==> src/rtl/wave_dac_pkg.sv <==
// Shared constants and helpers for the PWM audio DAC.
// Sample format conversion lives here so producers can reuse it.
package wave_dac_pkg;
  localparam int PWM_BITS = 12;
  localparam int PWM_PERIOD = 4096;
  localparam logic [PWM_BITS-1:0] DUTY_RESET = 12'h800;

  function automatic logic [PWM_BITS-1:0] to_offset_binary(
    input logic [PWM_BITS-1:0] s,
    input logic signed_in
  );
    return signed_in ? {~s[PWM_BITS-1], s[PWM_BITS-2:0]} : s;
  endfunction
endpackage

==> src/rtl/sample_fifo.sv <==
// Synchronous sample FIFO; a push is accepted when full only if
// a pop happens in the same cycle. Pops on empty are ignored.
module sample_fifo #(
  parameter int DEPTH = 4,
  parameter int WIDTH = 12,
  localparam int AW = $clog2(DEPTH)
) (
  input  logic             clk,
  input  logic             rst_n,
  input  logic             push,
  input  logic [WIDTH-1:0] wdata,
  input  logic             pop,
  output logic [WIDTH-1:0] rdata,
  output logic             full,
  output logic             empty,
  output logic [AW:0]      count
);
  logic [WIDTH-1:0] mem [DEPTH];
  logic [AW:0] wp, rp;
  logic wr_en, rd_en;

  assign empty = (wp == rp);
  assign full  = (wp[AW] != rp[AW]) &&
                 (wp[AW-1:0] == rp[AW-1:0]);
  assign rd_en = pop & ~empty;
  assign wr_en = push & (~full | rd_en);
  assign rdata = mem[rp[AW-1:0]];

  always_ff @(posedge clk) begin
    if (wr_en) mem[wp[AW-1:0]] <= wdata;
  end

  always_ff @(posedge clk or negedge rst_n) begin
    if (!rst_n) begin
      wp    <= '0;
      rp    <= '0;
      count <= '0;
    end else begin
      if (wr_en) wp <= wp + 1'b1;
      if (rd_en) rp <= rp + 1'b1;
      unique case (1'b1)
        wr_en & ~rd_en: count <= count + 1'b1;
        rd_en & ~wr_en: count <= count - 1'b1;
        default: ;
      endcase
    end
  end
endmodule

==> src/rtl/wave_pwm_dac.sv <==
// PWM DAC sink: buffers 12-bit samples, loads one duty per
// 4096-cycle period and reports sticky overflow/underflow.
module wave_pwm_dac
  import wave_dac_pkg::*;
#(
  parameter int FIFO_DEPTH = 4,
  parameter bit SIGNED_IN  = 1'b1
) (
  input  logic                        clk,
  input  logic                        rst_n,
  input  logic [11:0]                 sample,
  input  logic                        sample_valid,
  input  logic                        clear_flags,
  output logic                        pwm_out,
  output logic                        period_start,
  output logic [$clog2(FIFO_DEPTH):0] fifo_count,
  output logic                        overflow,
  output logic                        underflow
);
  logic [PWM_BITS-1:0] cnt, duty, conv, head;
  logic full, empty, last, pop_ok;
  logic ovf_set, unf_set;

  assign conv    = to_offset_binary(sample, SIGNED_IN);
  assign last    = (cnt == PWM_BITS'(PWM_PERIOD - 1));
  assign pop_ok  = last & ~empty;
  assign ovf_set = sample_valid & full & ~pop_ok;
  assign unf_set = last & empty;

  sample_fifo #(
    .DEPTH(FIFO_DEPTH),
    .WIDTH(PWM_BITS)
  ) u_fifo (
    .clk  (clk),
    .rst_n(rst_n),
    .push (sample_valid),
    .wdata(conv),
    .pop  (last),
    .rdata(head),
    .full (full),
    .empty(empty),
    .count(fifo_count)
  );

  always_ff @(posedge clk or negedge rst_n) begin
    if (!rst_n) begin
      cnt          <= '0;
      duty         <= DUTY_RESET;
      pwm_out      <= 1'b0;
      period_start <= 1'b0;
      overflow     <= 1'b0;
      underflow    <= 1'b0;
    end else begin
      cnt          <= cnt + 1'b1;
      if (pop_ok) duty <= head;
      pwm_out      <= (cnt < duty);
      period_start <= last;
      // a set in the same cycle as a clear must win
      overflow     <= ovf_set | (overflow & ~clear_flags);
      underflow    <= unf_set | (underflow & ~clear_flags);
    end
  end
endmodule

==> config.mk <==
export PLATFORM = sky130hd
export DESIGN_NAME = wave_pwm_dac
export DESIGN_NICKNAME = d
export VERILOG_FILES = /design/src/rtl/wave_dac_pkg.sv /design/src/rtl/sample_fifo.sv /design/src/rtl/wave_pwm_dac.sv
export SDC_FILE = /design/constraint.sdc
export NUM_CORES = 1
export LEC_CHECK = 0
export CAP_MARGIN = 25
export CORE_MARGIN = 5
export CORE_UTILIZATION = 44
export CTS_BUF_LIST = sky130_fd_sc_hd__clkbuf_4
export CTS_CLUSTER_DIAMETER = 80
export DETAILED_ROUTE_END_ITERATION = 16
export PLACE_DENSITY = 0.72
export SLEW_MARGIN = 25
export SYNTH_ARGS = -nofsm -noshare
export SYNTH_HDL_FRONTEND = slang
export SYNTH_SLANG_ARGS = --single-unit
==> constraint.sdc <==
create_clock -name clk -period 2.92 [get_ports clk]
set_clock_uncertainty 0.15 [all_clocks]
set_input_delay 0.73 -clock clk [delete_from_list [all_inputs] [get_ports clk]]
set_output_delay 0.73 -clock clk [all_outputs]
set_load 0.05 [all_outputs]
==> metrics.txt <==
Yosys reg bits 85; initial DRC count 37; met3 Use GR 0.02935; GP Congestion 0.7817; Mapped Cells 240; # DRC 0; GRT Util Overall 0.1243; CTS tree done; initial antenna violation count 0; maximum clock rate slightly below 400 MHz; Syn. warnings 0; Worst-path clk slew 140 ps; GRT busiest layer met2; Netlist cell types 42; combinational power share 0.220; Peak supply drop 372.0 uV; tightest hold margin 245.3 ps; WL final 5723 um; Final Max Slew Viols 0; Cell Count, Final, Fillers Out between 300 and 400; Worst-Skew Late Latency 420 ps; router iterations before antenna repair 4; Switching Fraction 0.3006; CTS Buffer Depth 2; PwrDens roughly 660 nW/um2; fillers about 700; Slowest Stage Delay on Critical Path 830 ps; Top Ports 23; register area 2369 um2; Post-synth top cells edfxtp_1, dfrtp_1, inv_1; syn_nets ~270; delay-heaviest family, CP buffers and inverters; worst slew pin tran roughly 810 ps; root buffer cell clkbuf_4; via count 1935; Clk pwr share 0.238; area taken by multi-input logic gates 1256 um2; Synth Cell Area 3740 um2; period utilization 0.8814; RSZ-0062 raised after global routing false; Worst Setup SP u_fifo.count[1]$_DFFE_PN0P_; Die Ht 102.2 um; Flop pwr share 0.542; GR Util met1 0.1670; final setup fails 0; Avg Synthesized Cell Area about 16 um2; R2R cell count 8; largest area contributor in the netlist edfxtp_1; Worst Path Required 2040 ps; Placed Cells 370; post-synthesis sequential area ratio 0.6333; reg2reg setup slack roughly 450 ps; relative max-transition margin 0.4592; FF-to-FF End u_fifo.count[1]$_DFFE_PN0P_; CP max stage cell clkdlybuf4s50_1; CP endpoint kind output pin; Critical R2R Launch cnt[1]$_DFF_PN0_; Setup Total Neg Slack 0 ps; Max FO, Critical Path 5; crit path kind reg2out; global-route wire length before repair 9839 um; Pleak 1.706 nW; GRT Residual Overflow 0; vias in the first global route 2102; min-delay worst type in2async; hold_buf cts 0; Synth area leaders edfxtp_1, dfrtp_1, mux4_2; Fin. Hold Viols 0; asr flop ratio synth 0.4353; min Tclk post-route 2574 ps; WL/cell 14.83 um; arrival time at the worst endpoint 1690 ps; Die Wd 102.2 um; area share of the largest cell type after synthesis 0.3854; Via density 5.013; status finished, final reports clean; Nets 310; ant diodes 0; Primary FF master, synth edfxtp_1; final antenna-violating net count 0; most common cell in the netlist edfxtp_1; Buf/Inv on CP 1; cell-internal power 1.982 mW; clock sinks 85; crit-path cells clkdlybuf4s50_1; Post-CTS Setup Repair Bufs 0; area grow syn2layout 13.98%; Setup crit end fifo_count[1]; post-CTS sizing 0; Startpoint Class register; number of synthesized flops with an enable pin 48; die footprint approximately 10000 um2; Max-Cap Viols 0; switching pwr 0.8519 mW; largest net degree at the start of global routing 38; HPWL Detailed 4014 um; H-Tree Level Count 3; met2 usage 0.1939; Core Box Area 8258 um2; critical path depth 1; I/O Buffers 22; CTS buffer count 9; share of layout cells above drive strength 1 0.2064; Initial Utilization 0.4529; Site Rows 33
==> worst min-delay path by stage <==
stage | from | to | slack [ps]
after floorplan | rst_n | cnt[0]$_DFF_PN0_ | 280
after global placement | u_fifo.count[2]$_DFFE_PN0P_ | u_fifo.count[2]$_DFFE_PN0P_ | 310
after detailed placement | u_fifo.count[2]$_DFFE_PN0P_ | u_fifo.count[2]$_DFFE_PN0P_ | 310
after CTS | rst_n | period_start$_DFF_PN0_ | 250
after global routing | rst_n | u_fifo.wp[2]$_DFFE_PN0P_ | 300
final | rst_n | duty[10]$_DFFE_PN0N_ | 250
==> per-layer routing <==
layer,share of wire,wire length [um]
met1,0.46,2655
met2,0.48,2754
met3,0.040,227
met4,0.015,85
met5,0,0
==> cell type report <==
| class | instances | share of cell area |
|---|---|---|
| Multi-Input combinational cell | 128 | 0.2947 |
| Clock buffer | 10 | 0.01761 |
| Sequential cell | 85 | 0.5556 |
| Inverter | 21 | 0.01849 |
| Clock inverter | 6 | 0.01644 |
| Tap cell | 105 | 0.03082 |
| Timing Repair Buffer | 31 | 0.06633 |
==> cells in the final DEF (no fill, tap or decap), drive strengths merged <==
cell type,netlist,layout
fa,1,1
or2,1,1
nand4,6,6
xor2,11,11
a21oi,3,3
and3,2,2
o21a,1,1
o31a,1,1
dfstp,1,1
clkinvlp,0,3
edfxtp,48,48
o221ai,1,1
bufinv,0,1
mux2,13,13
a2111oi,1,1
buf,4,10
and2,5,5
dfrtp,36,36
nand4b,1,1
clkdlybuf4s50,0,21
xnor2,10,10
nand2b,2,2
inv,21,23
a21boi,1,1
and4,1,1
nand3,4,4
ha,17,17
nor2b,1,1
o41ai,1,1
a311o,1,1
nor3,4,4
a211oi,1,1
nor2,11,11
clkbuf,2,10
o21ai,6,6
nand2,8,8
mux4,12,12
o311ai,1,1
==> logic make-up after synthesis <==
family / share of synthesized area
buffers and inverters: 0.03078
muxes: 0.1184
xor gates and xnor gates: 0.04918
DFF: 0.6333
adders and majority gates: 0.06223
AOI/OAI and AO/OA: 0.03781
and+or+nand+nor: 0.06825
==> state kept, by name (all words and copies together), names as in the netlist <==
name,flops
u_fifo.count,3
duty,12
u_fifo.rp,3
period_start,1
cnt,12
u_fifo.wp,3
underflow,1
u_fifo.mem,48
overflow,1
pwm_out,1
==> power by group through the flow <==
stage | sequential, mW | clock, mW | combinational [mW]
finish | 1.54 | 0.675 | 0.623
global route | 1.55 | 0.749 | 0.688
CTS | 1.54 | 0.700 | 0.632
detailed placement | 1.56 | 0 | 0.631
global placement | 1.56 | 0 | 0.612
floorplan | 1.64 | 0 | 0.334
==> through the flow <==
| stage | util | total power, mW | instance area (um2) | setup slack [ps] |
|---|---|---|---|---|
| after floorplan | - | 1.972 | 3740 | 257.7 |
| final | 0.5162 | 2.834 | 4263 | 346.3 |
| after global routing | 0.5162 | 2.991 | 4263 | 254.9 |
| after CTS | 0.5162 | 2.870 | 4263 | 307.1 |
| after global placement | 0.4986 | 2.167 | 4118 | 481.0 |
| after detailed placement | 0.4986 | 2.195 | 4118 | 422.0 |
Note: power is estimated with default switching activity, not from simulation.
